--- src/rtl/mac_t_tte_gate_sched.sv ---
// -----------------------------------------------------------------------------
// mac_t_tte_gate_sched
//
// Time-aware egress gate between a port's normal/TTE pointer FIFOs and the
// GMII TX MAC (sys_clk domain). A cyclic schedule counter defines a TT window
// once per period. The normal-queue empty flag is masked during the window and
// during the guard band before it, so a best-effort frame can never start if
// it might still be on the wire when the window opens. TTE traffic is never
// masked. Frame admissions and BE blocking events are counted.
//
// Ports
//   sys_clk, rstn        clock, asynchronous active-low reset
//   speed                link speed (1x = 1G, 01 = 100M, 00 = 10M)
//   sync_pulse           one-cycle strobe, restarts the schedule period
//   cfg_en               gate enable (0 = transparent)
//   cfg_cycle_len        schedule period, sys_clk cycles
//   cfg_tt_start         TT window start offset
//   cfg_tt_len           TT window length (0 = no window)
//   ptr_fifo_empty_i     normal pointer FIFO empty
//   tptr_fifo_empty_i    TTE pointer FIFO empty
//   ptr_fifo_rd          MAC read strobe, normal queue (monitored only)
//   tptr_fifo_rd         MAC read strobe, TTE queue (monitored only)
//   ptr_fifo_empty_o     gated normal empty, to the MAC
//   tptr_fifo_empty_o    TTE empty, to the MAC
//   sched_state          00 DIS, 01 OPEN, 10 GUARD, 11 TTW
//   cfg_err              shadow configuration invalid
//   be_frame_cnt         BE frames admitted (saturating)
//   tt_frame_cnt         TT frames admitted (saturating)
//   guard_block_cnt      BE blocking events (saturating)
// -----------------------------------------------------------------------------
module mac_t_tte_gate_sched #(
    parameter int CNT_W       = 20,
    parameter int MAX_FRAME_B = 1538,
    parameter int CNT_SAT     = 16
) (
    input  logic               sys_clk,
    input  logic               rstn,
    input  logic [1:0]         speed,
    input  logic               sync_pulse,
    input  logic               cfg_en,
    input  logic [CNT_W-1:0]   cfg_cycle_len,
    input  logic [CNT_W-1:0]   cfg_tt_start,
    input  logic [CNT_W-1:0]   cfg_tt_len,
    input  logic               ptr_fifo_empty_i,
    input  logic               tptr_fifo_empty_i,
    input  logic               ptr_fifo_rd,
    input  logic               tptr_fifo_rd,
    output logic               ptr_fifo_empty_o,
    output logic               tptr_fifo_empty_o,
    output logic [1:0]         sched_state,
    output logic               cfg_err,
    output logic [CNT_SAT-1:0] be_frame_cnt,
    output logic [CNT_SAT-1:0] tt_frame_cnt,
    output logic [CNT_SAT-1:0] guard_block_cnt
);

    typedef enum logic [1:0] {
        ST_DIS   = 2'b00,
        ST_OPEN  = 2'b01,
        ST_GUARD = 2'b10,
        ST_TTW   = 2'b11
    } sched_t;

    localparam logic [31:0] G_MAX = (CNT_W >= 32) ? 32'hFFFF_FFFF
                                                  : ((32'd1 << CNT_W) - 32'd1);
    localparam logic [31:0] G_RST = (32'(MAX_FRAME_B) > G_MAX) ? G_MAX
                                                               : 32'(MAX_FRAME_B);

    // Shadow configuration and schedule state
    logic [CNT_W-1:0] cyc_len_q, tt_start_q, tt_len_q;
    logic [CNT_W-1:0] cnt_q;
    logic [CNT_W-1:0] guard_q, guard_nxt;
    logic             loaded_q;   // shadow holds a real configuration
    logic             init_q;     // first cycle after reset release
    logic             en_q;
    logic             blk_q;
    sched_t           state_q, state_nxt;

    logic             cfg_bad, dis, at_end, wrap, load;
    logic             in_ttw, in_guard, gate_closed, blk;
    logic [31:0]      g_full;
    logic [CNT_W:0]   cnt_x, start_x, cyc_x, len_x, guard_x;
    logic [CNT_W:0]   since_start, to_start;

    // ---------------------------------------------------------------------
    // Configuration validity and load events
    // ---------------------------------------------------------------------
    assign cfg_bad = (cyc_len_q < CNT_W'(2)) || (tt_start_q >= cyc_len_q) ||
                     (tt_len_q >= cyc_len_q);
    assign cfg_err = loaded_q && cfg_bad;
    assign dis     = !cfg_en || !loaded_q || cfg_bad;
    assign at_end  = (cnt_q == (cyc_len_q - CNT_W'(1)));
    assign wrap    = !dis && at_end;
    // A sync coinciding with a wrap is naturally a single restart: both only
    // reload the shadow and clear the counter.
    assign load    = init_q || (cfg_en && !en_q) || sync_pulse || wrap;

    // NOTE: sequential state uses non-blocking assignments only, so every
    // register samples pre-edge values regardless of block ordering.
    always_ff @(posedge sys_clk or negedge rstn) begin
        if (!rstn) begin
            cyc_len_q  <= '0;
            tt_start_q <= '0;
            tt_len_q   <= '0;
            loaded_q   <= 1'b0;
            init_q     <= 1'b1;
            en_q       <= 1'b0;
        end else begin
            init_q <= 1'b0;
            en_q   <= cfg_en;
            if (load) begin
                cyc_len_q  <= cfg_cycle_len;
                tt_start_q <= cfg_tt_start;
                tt_len_q   <= cfg_tt_len;
                loaded_q   <= 1'b1;
            end
        end
    end

    // Schedule counter: every load event restarts the period at 0, and the
    // counter is parked at 0 while the gate is disabled.
    always_ff @(posedge sys_clk or negedge rstn) begin
        if (!rstn) begin
            cnt_q <= '0;
        end else if (dis || load) begin
            cnt_q <= '0;
        end else begin
            cnt_q <= cnt_q + CNT_W'(1);
        end
    end

    // ---------------------------------------------------------------------
    // Guard band: one worst-case BE frame time at the current link speed
    // ---------------------------------------------------------------------
    // NOTE: every signal written in always_comb gets a default first, so no
    // path leaves it unassigned and no latch is inferred.
    always_comb begin
        g_full = 32'(MAX_FRAME_B);
        casez (speed)
            2'b1?:   g_full = 32'(MAX_FRAME_B);
            2'b01:   g_full = 32'(MAX_FRAME_B) * 32'd10;
            default: g_full = 32'(MAX_FRAME_B) * 32'd100;
        endcase
        guard_nxt = (g_full > G_MAX) ? G_MAX[CNT_W-1:0] : g_full[CNT_W-1:0];
    end

    always_ff @(posedge sys_clk or negedge rstn) begin
        if (!rstn) begin
            guard_q <= G_RST[CNT_W-1:0];
        end else begin
            guard_q <= guard_nxt;
        end
    end

    // ---------------------------------------------------------------------
    // Window test, modulo the period (one extra bit avoids overflow)
    // ---------------------------------------------------------------------
    assign cnt_x   = {1'b0, cnt_q};
    assign start_x = {1'b0, tt_start_q};
    assign cyc_x   = {1'b0, cyc_len_q};
    assign len_x   = {1'b0, tt_len_q};
    assign guard_x = {1'b0, guard_q};

    assign since_start = (cnt_q >= tt_start_q) ? (cnt_x - start_x)
                                               : (cnt_x + cyc_x - start_x);
    assign to_start    = (tt_start_q >= cnt_q) ? (start_x - cnt_x)
                                               : (start_x + cyc_x - cnt_x);

    assign in_ttw   = since_start < len_x;
    // No window means no guard band either: the gate stays OPEN.
    assign in_guard = (tt_len_q != '0) && (to_start <= guard_x);

    // ---------------------------------------------------------------------
    // Schedule FSM: state register / next-state / outputs
    // ---------------------------------------------------------------------
    always_ff @(posedge sys_clk or negedge rstn) begin
        if (!rstn) begin
            state_q <= ST_DIS;
        end else begin
            state_q <= state_nxt;
        end
    end

    always_comb begin
        state_nxt = ST_OPEN;
        if (dis) begin
            state_nxt = ST_DIS;
        end else if (in_ttw) begin
            state_nxt = ST_TTW;
        end else if (in_guard) begin
            state_nxt = ST_GUARD;
        end
    end

    // The gate only masks the empty flag seen by an idle MAC; a frame whose
    // pointer was already read is unaffected. Reset forces both empties high
    // without waiting for a clock edge.
    always_comb begin
        gate_closed       = (state_q == ST_GUARD) || (state_q == ST_TTW);
        ptr_fifo_empty_o  = !rstn || ptr_fifo_empty_i || gate_closed;
        tptr_fifo_empty_o = !rstn || tptr_fifo_empty_i;
        sched_state       = state_q;
    end

    // ---------------------------------------------------------------------
    // Saturating statistics
    // ---------------------------------------------------------------------
    assign blk = !ptr_fifo_empty_i && gate_closed;

    always_ff @(posedge sys_clk or negedge rstn) begin
        if (!rstn) begin
            be_frame_cnt    <= '0;
            tt_frame_cnt    <= '0;
            guard_block_cnt <= '0;
            blk_q           <= 1'b0;
        end else begin
            blk_q <= blk;
            if (ptr_fifo_rd && (be_frame_cnt != '1)) begin
                be_frame_cnt <= be_frame_cnt + CNT_SAT'(1);
            end
            if (tptr_fifo_rd && (tt_frame_cnt != '1)) begin
                tt_frame_cnt <= tt_frame_cnt + CNT_SAT'(1);
            end
            // One event per blocking episode, not per blocked cycle.
            if (blk && !blk_q && (guard_block_cnt != '1)) begin
                guard_block_cnt <= guard_block_cnt + CNT_SAT'(1);
            end
        end
    end

endmodule
--- config.mk ---
export PLATFORM = sky130hd
export DESIGN_NAME = mac_t_tte_gate_sched
export DESIGN_NICKNAME = d
export VERILOG_FILES = /design/src/rtl/mac_t_tte_gate_sched.sv
export SDC_FILE = /design/constraint.sdc
export NUM_CORES = 1
export LEC_CHECK = 0
export CAP_MARGIN = 5
export CELL_PAD_IN_SITES_DETAIL_PLACEMENT = 1
export CELL_PAD_IN_SITES_GLOBAL_PLACEMENT = 1
export CORE_ASPECT_RATIO = 0.8
export CORE_MARGIN = 3
export CORE_UTILIZATION = 50
export DETAILED_ROUTE_END_ITERATION = 7
export GPL_TIMING_DRIVEN = 1
export PLACE_DENSITY = 0.92
export SETUP_SLACK_MARGIN = 0.15
export SYNTH_ARGS = -nofsm -noshare
export SYNTH_HDL_FRONTEND = slang
export SYNTH_SLANG_ARGS = --single-unit
--- constraint.sdc ---
create_clock -name sys_clk -period 7.2 [get_ports sys_clk]
set_input_delay 0.72 -clock sys_clk [delete_from_list [all_inputs] [get_ports sys_clk]]
set_output_delay 0.72 -clock sys_clk [all_outputs]
set_load 0.1 [all_outputs]
==> out/metrics.csv, run 1 <==
stage,metric,value,unit
placement,final weighted congestion in routability-driven placement,1.00,
power_and_ir_drop,Sw Share,46.8,%
yosys,Synthesis Warnings,0,
floorplan,Die Y,154,µm
yosys,Synth Instances,1493,
power_and_ir_drop,internal power of the cells,2.03,mW
clock_network,hold-fix buffer count after cts,0,
finish,fraction of layout cells with a size suffix above 1,7.93,%
timing,worst slew slack as a fraction of its limit,30.2,%
clock_network,clock buffer depth,2,
clock_network,root buffer selected by CTS,sky130_fd_sc_hd__clkbuf_16,
yosys,Synth Cell Area,13700,µm²
setup_path,required time worst endpoint,7.58,ns
floorplan,Top Ports,123,
timing,RSZ-0062 raised after global routing,false,
yosys,largest area contributor in the netlist,sky130_fd_sc_hd__dfrtp_1,
timing,Final Max Slew Viols,0,
timing,final setup violation count,0,
drt,vias after detailed routing,13300,
clock_network,Skew-Pair Late Insertion Delay,0.46,ns
yosys,distinct cell type count after synthesis,80,
setup_path,critical-path maximum fanout,6,
flow_run,count of maximum capacitance violations,0,
grt,total congestion overflow after global routing,0,
timing,Worst Skew,0.0151,ns
clock_network,clock slew at the register clock pins of the worst setup and hold paths,0.08,ns
timing,worst slew pin tran,1.04,ns
clock_network,count of cells resized by post-cts repair,0,
timing,Final Hold Viols,0,
finish,area grow syn2layout,15.0,%
worst_hold_path,worst hold path type,input port to async pin,
yosys,net count of the mapped netlist,1761,
finish,cell area after layout,15800,µm²
drt,mean number of vias per cell,6.74,
yosys,post-synthesis async set-or-reset flop share,100,%
grt,total global-route track usage,39.7,%
drt,number of detailed-routing iterations run before antenna repair,6,
setup_path,kind of cell adding the most delay to the critical path,compound AO/OA/AOI/OAI gates,
power_and_ir_drop,clock network fraction of design power,25.9,%
yosys,register bit count reported by yosys,139,
timing,period utilization,87.4,%
setup_path,cell with the most instances on the worst path,sky130_fd_sc_hd__o21ai_0,
clock_network,maximum level of the CTS H-tree,4,
setup_path,cells on worst reg2reg path,23,
power_and_ir_drop,power dissipated by switching net loads,1.78,mW
floorplan,die area,29500,µm²
placement,instance area after placement,15200,µm²
yosys,"Top FF cell, synth",sky130_fd_sc_hd__dfrtp_1,
grt,antenna violations before repair,0,
floorplan,number of rows in the core area,53,
setup_path,data arrival time of the critical path,6.68,ns
power_and_ir_drop,cell area power density,242,nW/µm²
yosys,proportion of netlist area held by the largest area contributor,24.8,%
power_and_ir_drop,share of power burned in registers,26.1,%
power_and_ir_drop,Combinational Power Share,48.0,%
setup_path,worst-path cell with the longest stage delay,sky130_fd_sc_hd__fa_1,
finish,number of antenna cells inserted,0,
setup_path,category of the most critical setup path,flip-flop to flip-flop,
setup_path,CP max stage delay,0.63,ns
floorplan,overall die width,191,µm
grt,via count of the first global-routing pass,14400,
drt,Post-Route WL,58.3,mm
drt,Antenna Nets Post-Route,0,
power_and_ir_drop,reported leakage power,7.30,nW
setup_path,endpoint type of the worst setup path,flip-flop,
yosys,fraction of the yosys area taken by sequential cells,25.4,%
drt,detailed-route DRC error count,0,
timing,min setup slack post-route,0.905,ns
power_and_ir_drop,maximum resistive drop on vdd,254,µV
clock_network,buffers inserted by post-CTS timing repair,0,
placement,Placement Setup Slack,1.24,ns
timing,post-route minimum period,6.29,ns
setup_path,"Buf+Inv Stages, Crit Path",2,
yosys,"EDFF count, synth",0,
floorplan,initial standard-cell utilization of the core,51.6,%
grt,first-pass GRT wire length,88.8,mm
clock_network,TritonCTS clock tree,done,
setup_path,critical path depth in cells,23,
placement,sum of net half-perimeters after detailed placement,38.7,mm
timing,Achievable Freq,159,MHz
drt,First DRT Iteration DRCs,1555,
setup_path,critical path cell sequence,"inv_1, fa_1, inv_1, ha_1, a21o_1, a21oi_1, o21ai_0, nand3_1, nand4_1, nand2_1, o21ai_0, a21oi_1, xor2_1, o21ai_0, ha_1, and4_1, a2111oi_0, nand2_1, nand2_1, o21ai_0, or4_1, nor3_1, o21bai_1",
yosys,average instance area after synthesis,9.18,µm²
setup_path,startpoint class of the critical path,flip-flop,
drt,average wire per standard cell,29.6,µm
clock_network,clock buffers created by TritonCTS,17,
floorplan,Placeable Area,26600,µm²
yosys,main area contributors after synthesis,"sky130_fd_sc_hd__dfrtp_1 (25%), sky130_fd_sc_hd__ha_1 (14%), sky130_fd_sc_hd__xnor2_1 (6.6%)",
timing,sum of negative setup slack,0,ns
run_status,outcome,completed,
finish,Filler cells,2967,
finish,post-route core utilization,59.3,%
finish,Nets,1869,
placement,number of input and output port buffers inserted,122,
clock_network,CTS Sinks,139,
grt,pin count of the biggest net entering global routing,69,
## kinds of logic (layout without fill, tap and decap cells)
group	count (synthesis)	after routing	share of synthesized area (%)
AND/OR/NAND/NOR	390	390	14.7
multiplexers	72	72	7.51
other	1	1	0.0274
buffers and inverters	210	331	6.58
AO/OA/AOI/OAI	331	331	15.7
flip-flops	139	139	25.4
XOR/XNOR	152	152	9.77
adder cells (fa/ha/maj)	198	198	20.4
## cells in the mapped netlist (26+ instances only)
master,count
sky130_fd_sc_hd__a21o_1,50
sky130_fd_sc_hd__inv_1,172
sky130_fd_sc_hd__o21ai_0,73
sky130_fd_sc_hd__nor2_1,91
sky130_fd_sc_hd__nand4_1,32
sky130_fd_sc_hd__mux2_4,60
sky130_fd_sc_hd__ha_1,156
sky130_fd_sc_hd__nor2b_1,26
sky130_fd_sc_hd__nand2_1,85
sky130_fd_sc_hd__dfrtp_1,136
sky130_fd_sc_hd__nand3_1,45
sky130_fd_sc_hd__xor2_1,48
sky130_fd_sc_hd__fa_1,42
sky130_fd_sc_hd__a21oi_1,93
sky130_fd_sc_hd__xnor2_1,103
## path summary, 6_finish.rpt
path,slack (ns),start,to
min reg2reg,0.49,guard_block_cnt[11],guard_block_cnt[11]
max,0.91,cyc_len_q[1],sched_state[0]
min,0.12,rstn,guard_block_cnt[10]
max reg2reg,0.91,cyc_len_q[1],sched_state[0]
max in group asynchronous,5.13,rstn,cnt_q[3]
min in group sys_clk,0.49,guard_block_cnt[11],guard_block_cnt[11]
## cell type report
type | instances | area [µm²] | area share [%]
clock buffer | 20 | 457 | 2.90
clock inverter | 12 | 151 | 0.960
inverter | 172 | 646 | 4.09
multi-input combinational | 1144 | 9330 | 59.1
sequential | 139 | 3480 | 22.1
tap | 357 | 447 | 2.83
timing repair buffer | 127 | 1260 | 7.99
## power by group through the flow
stage	Combinational, mW	Clock, mW	Sequential (mW)
3_3_place_gp	1.58	0	0.975
5_1_grt	1.92	1.01	1.00
2_1_floorplan	0.894	0	1.27
4_1_cts	1.77	0.983	0.985
3_5_place_dp	1.69	0	0.989
6_report	1.83	0.988	0.994
## placed cells by master (no fill, tap or decap), drive strengths merged, types with 67 or more instances in the layout
| cell type | Yosys | layout |
|---|---|---|
| ha | 156 | 156 |
| o21ai | 74 | 74 |
| nand2 | 85 | 85 |
| dfrtp | 136 | 136 |
| xnor2 | 104 | 104 |
| clkdlybuf4s50 | 0 | 121 |
| a21oi | 93 | 93 |
| nor2 | 92 | 92 |
| mux2 | 67 | 67 |
| inv | 172 | 178 |
## registers in the layout, indices dropped and copies added, names as in the netlist, 2 cells and up
register	flops
sched_state	2
tt_frame_cnt	16
cnt_q	20
guard_block_cnt	16
cyc_len_q	20
tt_len_q	20
tt_start_q	20
be_frame_cnt	16
guard_q	5
## metrics by stage
step	hold WS, ns	std cells	power [mW]
2_1_floorplan	0.424	1493	2.16
3_3_place_gp	0.473	1939	2.56
3_5_place_dp	0.488	1939	2.68
4_1_cts	0.125	1971	3.74
5_1_grt	0.124	1971	3.93
6_report	0.118	1971	3.81
## routing by layer
layer | GRT usage, % | share of wire (%) | up-vias
met1 | 48.9 | 38 | 6562
met4 | 22.1 | 6.5 | 0
met3 | 10.6 | 11 | 310
met2 | 63.2 | 45 | 1002
li1 | - | - | 5408
met5 | 0 | 0 | -
Power figures use the tool's default switching activity.
==> inputs of run 2 (changes only) <==
--- a/config.mk
+++ b/config.mk
@@ -8,7 +8,6 @@
 export CAP_MARGIN = 5
 export CELL_PAD_IN_SITES_DETAIL_PLACEMENT = 1
 export CELL_PAD_IN_SITES_GLOBAL_PLACEMENT = 1
-export CORE_ASPECT_RATIO = 0.8
 export CORE_MARGIN = 3
 export CORE_UTILIZATION = 50
 export DETAILED_ROUTE_END_ITERATION = 7
==> run 2 against run 1 <==
  * Cell count fell by 0.96%
  * Non-clock buffer count unchanged
  * Routed wire length increased by 9.3%
  * Clock power down 4.0%
  * Sequential share of layout area grew 0.084 points
  * Sequential power barely moved
  * Core utilization about the same
  * Critical path depth down 2
  * Via count increased by 5.1%
  * Global-route usage is 3.1 points higher
  * First-iteration DRC count up 28%
  * Flip-flop and latch count did not move
==> out/metrics.csv, run 2 (same netlist as run 1, synthesis figures left out) <==
stage,metric,value,unit
flow_run,count of maximum capacitance violations,0,
finish,cell area after layout,15700,µm²
power_and_ir_drop,Combinational Power Share,48.9,%
drt,detailed-route DRC error count,0,
clock_network,maximum level of the CTS H-tree,4,
power_and_ir_drop,Sw Share,48.2,%
power_and_ir_drop,reported leakage power,7.27,nW
finish,"leading cell types in the layout, fill and taps excluded","sky130_fd_sc_hd__inv_1 (172), sky130_fd_sc_hd__ha_1 (156), sky130_fd_sc_hd__dfrtp_1 (136)",
floorplan,die area,29400,µm²
finish,fraction of layout cells with a size suffix above 1,7.87,%
timing,period utilization,96.5,%
drt,Post-Route WL,63.7,mm
timing,Final Max Slew Viols,0,
run_status,outcome,completed,
finish,Nets,1869,
timing,Worst Hold Slack,0.191,ns
setup_path,critical register-to-register path endpoint,sched_state[0],
setup_path,data arrival time of the critical path,7.32,ns
finish,"most common cell after layout, fill and taps aside",sky130_fd_sc_hd__inv_1,
floorplan,number of rows in the core area,59,
setup_path,flop-to-flop setup slack,0.25,ns
drt,average wire per standard cell,32.6,µm
drt,number of detailed-routing iterations run before antenna repair,8,
power_and_ir_drop,maximum resistive drop on vdd,432,µV
placement,sum of net half-perimeters after detailed placement,38.8,mm
clock_network,root buffer selected by CTS,sky130_fd_sc_hd__clkbuf_16,
setup_path,endpoint type of the worst setup path,flip-flop,
power_and_ir_drop,cell area power density,244,nW/µm²
clock_network,buffers inserted by post-CTS timing repair,0,
placement,final weighted congestion in routability-driven placement,0.937,
grt,total global-route track usage,42.8,%
grt,via count of the first global-routing pass,14900,
floorplan,Placeable Area,26500,µm²
power_and_ir_drop,power dissipated by switching net loads,1.84,mW
finish,non-filler cells in the finished layout,1952,
setup_path,critical-path maximum fanout,6,
drt,First DRT Iteration DRCs,1992,
clock_network,Skew-Pair Late Insertion Delay,0.46,ns
timing,worst slew pin tran,1.09,ns
power_and_ir_drop,share of power burned in registers,26.3,%
power_and_ir_drop,clock network fraction of design power,24.8,%
grt,first-pass GRT wire length,94.7,mm
drt,Antenna Nets Post-Route,0,
grt,antenna violations before repair,3,
worst_hold_path,worst hold path type,input port to async pin,
timing,final setup violation count,0,
timing,Achievable Freq,144,MHz
drt,mean number of vias per cell,7.15,
finish,Filler cells,2935,
drt,vias after detailed routing,14000,
grt,pin count of the biggest net entering global routing,67,
placement,placed instance count,1916,
timing,sum of negative setup slack,0,ns
placement,number of input and output port buffers inserted,122,
setup_path,cells on worst reg2reg path,21,
clock_network,clock buffer depth,2,
setup_path,required time worst endpoint,7.57,ns
power_and_ir_drop,internal power of the cells,1.98,mW
timing,Final Hold Viols,0,
placement,instance area after placement,15100,µm²
setup_path,startpoint class of the critical path,flip-flop,
timing,Worst Skew,0.0194,ns
setup_path,launch point of the worst reg-to-reg path,cyc_len_q[3],
clock_network,TritonCTS clock tree,done,
finish,area grow syn2layout,14.6,%
timing,RSZ-0062 raised after global routing,false,
grt,total congestion overflow after global routing,0,
clock_network,CTS Sinks,139,
setup_path,category of the most critical setup path,flip-flop to flip-flop,
floorplan,initial standard-cell utilization of the core,51.7,%
floorplan,Die Y,172,µm
timing,worst slew slack as a fraction of its limit,27.1,%
timing,post-route minimum period,6.95,ns
floorplan,overall die width,172,µm
floorplan,Top Ports,123,
clock_network,clock buffers created by TritonCTS,17,
clock_network,clock slew at the register clock pins of the worst setup and hold paths,0.08,ns
run 2: cell types whose count changed in the layout (fill, tap and decap cells not counted), sizes merged:
cell      before  now
buf            6    5
bufinv         2    1
clkbuf        20   22
clkinvlp       1    3
diode          0    3
inv          178  176
run 2: metrics by stage:
stage / setup slack (ns) / util, % / total power [mW]
after detailed placement: 1.21 / 57.1 / 2.67
after floorplan: 2.28 / - / 2.16
after CTS: 0.451 / 59.2 / 3.72
after global placement: 1.45 / 57.1 / 2.56
final: 0.253 / 59.3 / 3.83
after global routing: 0.308 / 59.3 / 3.92
run 2: how the worst max path moves through the flow:
stage                 startpoint        endpoint  cells after the start
CTS                     cnt_q[0]  sched_state[0]                     23
global route        cyc_len_q[1]  sched_state[0]                     21
finish              cyc_len_q[3]  sched_state[0]                     21
detailed placement  cyc_len_q[1]  sched_state[1]                     22
floorplan               cnt_q[0]  sched_state[0]                     23
global placement    cyc_len_q[1]  sched_state[1]                     22
run 2: metal layers:
metal | track usage (%) | vias up | routed length (µm)
met2 | 68.3 | 1351 | 28300
met5 | 0 | - | 0
met1 | 49.8 | 6733 | 22200
met3 | 11.7 | 468 | 7460
li1 | - | 5405 | -
met4 | 30.3 | 0 | 5720
run 2: cell type report:
type,instances,area (µm²),area share (%)
Multi-Input combinational cell,1144,9330,59.4
Clock buffer,21,450,2.87
Tap cell,335,419,2.67
Inverter,172,646,4.11
Clock inverter,11,110,0.701
Timing Repair Buffer,127,1260,8.02
Sequential cell,139,3480,22.2
Antenna cell,3,7.51,0.0478
run 2: critical path, cell delays in order (launching register included):
cell and delay, ns:
sky130_fd_sc_hd__dfrtp_1 0.52, sky130_fd_sc_hd__inv_1 0.28, sky130_fd_sc_hd__fa_1 0.69, sky130_fd_sc_hd__inv_1 0.12, sky130_fd_sc_hd__ha_1 0.38, sky130_fd_sc_hd__o21ai_0 0.18, sky130_fd_sc_hd__o21ai_0 0.31, sky130_fd_sc_hd__o211ai_1 0.41
sky130_fd_sc_hd__a211oi_1 0.69, sky130_fd_sc_hd__o31a_1 0.23, sky130_fd_sc_hd__or3_1 0.11, sky130_fd_sc_hd__nand2_1 0.07, sky130_fd_sc_hd__o21ai_0 0.39, sky130_fd_sc_hd__ha_1 0.34, sky130_fd_sc_hd__and4_1 0.24, sky130_fd_sc_hd__a2111oi_2 0.51
sky130_fd_sc_hd__nand2_1 0.20, sky130_fd_sc_hd__nand2_1 0.15, sky130_fd_sc_hd__o21ai_0 0.13, sky130_fd_sc_hd__or4_1 0.44, sky130_fd_sc_hd__nor3_1 0.30, sky130_fd_sc_hd__o21bai_1 0.17
run 2: repair_timing:
item | CTS | global route
hold buffers | 0 | 0
resized for setup | 0 | 3
endpoints found under the setup margin | 0 | 2
run 2: power by group through the flow:
stage | clock network, mW | registers (mW) | logic [mW]
2_1_floorplan | 0 | 1.27 | 0.894
3_3_place_gp | 0 | 0.979 | 1.58
3_5_place_dp | 0 | 0.989 | 1.69
4_1_cts | 0.931 | 0.992 | 1.79
5_1_grt | 0.962 | 1.01 | 1.95
6_report | 0.948 | 1.01 | 1.87
==> variant: new RTL, flow settings as in run 1 <==
Register the output `cfg_err`; this adds one clock of latency there. The other outputs are not delayed to match.
--- a/src/rtl/mac_t_tte_gate_sched.sv
+++ b/src/rtl/mac_t_tte_gate_sched.sv
@@ -87,7 +87,9 @@
     // ---------------------------------------------------------------------
     assign cfg_bad = (cyc_len_q < CNT_W'(2)) || (tt_start_q >= cyc_len_q) ||
                      (tt_len_q >= cyc_len_q);
-    assign cfg_err = loaded_q && cfg_bad;
+    always_ff @(posedge sys_clk) begin
+        cfg_err <= loaded_q && cfg_bad;
+    end
     assign dis     = !cfg_en || !loaded_q || cfg_bad;
     assign at_end  = (cnt_q == (cyc_len_q - CNT_W'(1)));
     assign wrap    = !dis && at_end;
Function: changed (a bounded check fails within 4 cycles, from zero or initial values and one cycle with rstn low).
==> variant against run 1 <==
- via count increased by 0.69%
- worst setup slack gained 0.12 ns
- sequential cell count grew 1
- utilization down 0.38 points
- design area fell by 0.88%
- total power increased by 0.35%
- sequential power shrank 2%
- wire length fell by 4.7%
- critical endpoint unchanged
- clock skew rose by 0.0023 ns
- synthesized area down 0.81%
- first-iteration DRC count up 2.5%
- cell count grew 2.9%
==> variant: results <==
group,metric,value,unit
run_status,outcome,"complete, no violations",
global_routing,gr-usage-met1,49.5,%
timing,hold-worst-slack,0.198,ns
logic_synthesis,synthCells,1550,
detailed_routing,wl_met3,5.93,mm
worst_setup_path,worstPathArrival,6.50,ns
logic_synthesis,syn-num-nets,1818,
finish,multi_input_cells,1203,
logic_synthesis,ys_top_cells_by_count,"inv_1 (168), ha_1 (156), dfrtp_1 (136)",
worst_setup_path,r2r_setup_slack,1.02,ns
logic_synthesis,synth_xor_area_share,9.53,%
logic_synthesis,synth_top_cells_by_area,"dfrtp_1 (25%), ha_1 (14%), xnor2_1 (7.4%), fa_1 (6.2%), inv_1 (4.6%)",
logic_synthesis,synth_seq_area_share,25.8,%
global_routing,met3_usage,10.6,%
power,p_switching,1.79,mW
detailed_routing,first_pass_iters,8,
global_routing,grt_max_degree,94,
logic_synthesis,avgSynthCellArea,8.77,um2
detailed_routing,wire_per_inst,27.4,um
logic_synthesis,synthArstFlopShare,99.3,%
global_routing,grt_pass1_vias,14300,
detailed_routing,wl_met2,24.7,mm
timing,post-route-period-util,85.8,%
clocking,numClockSinks,140,
global_routing,grt_use_total,38.4,%
finish,nets,1926,
detailed_routing,m1WireLength,21.8,mm
place,dpl_cell_area,15000,um2
logic_synthesis,synth_cell_type_count,78,
finish,n_antenna_cell,1,
finish,area_delta_synth_final,14.9,%
global_routing,use_met2,59.7,%
place,dp_hpwl,38.5,mm
worst_setup_path,r2r_cells,24,
logic_synthesis,synthMuxAreaShare,0.709,%
finish,fillerInstances,3093,
detailed_routing,top_layer_used,"met5",
finish,regArea,3500,um2
place,place_congestion,0.968,
detailed_routing,drt_wl_total,55.5,mm
power,leakage,7.14,nW
power,vdd.ir_drop.worst,0.273,mV
logic_synthesis,synth_compound_area_share,19.1,%
finish,final_layout_size_suffix_gt1_share,10.4,%
finish,nNonClkInverters,168,
clocking,postCtsSetupBuffers,0,
detailed_routing,vias,13400,
detailed_routing,drtIter0Drc,1594,
==> variant: power by group through the flow <==
stage               Sequential (mW)  Combinational (mW)  Clock, mW
CTS                           0.975                1.85      0.932
floorplan                      1.29               0.952          0
detailed placement            0.982                1.78          0
global route                  0.991                2.02      0.974
finish                        0.979                1.90      0.942
global placement              0.975                1.69          0
==> variant: worst max-delay path: stages (launching register included) <==
cell and delay (ns):
dfrtp_1 0.42, inv_1 0.24, fa_1 0.63, inv_1 0.13, fa_1 0.50, a211oi_1 0.33, o21bai_1 0.15, a2111o_1 0.44
a221oi_1 0.51, o21bai_1 0.16, a21oi_1 0.27, o21ai_0 0.19, xor2_1 0.17, nand2_1 0.09, o21ai_0 0.11, ha_1 0.31
o21ai_0 0.09, nand2b_1 0.10, a21oi_1 0.10, a211oi_1 0.35, o2111ai_1 0.19, a31o_1 0.23, nand4_1 0.07, a21o_1 0.17
a21oi_1 0.10
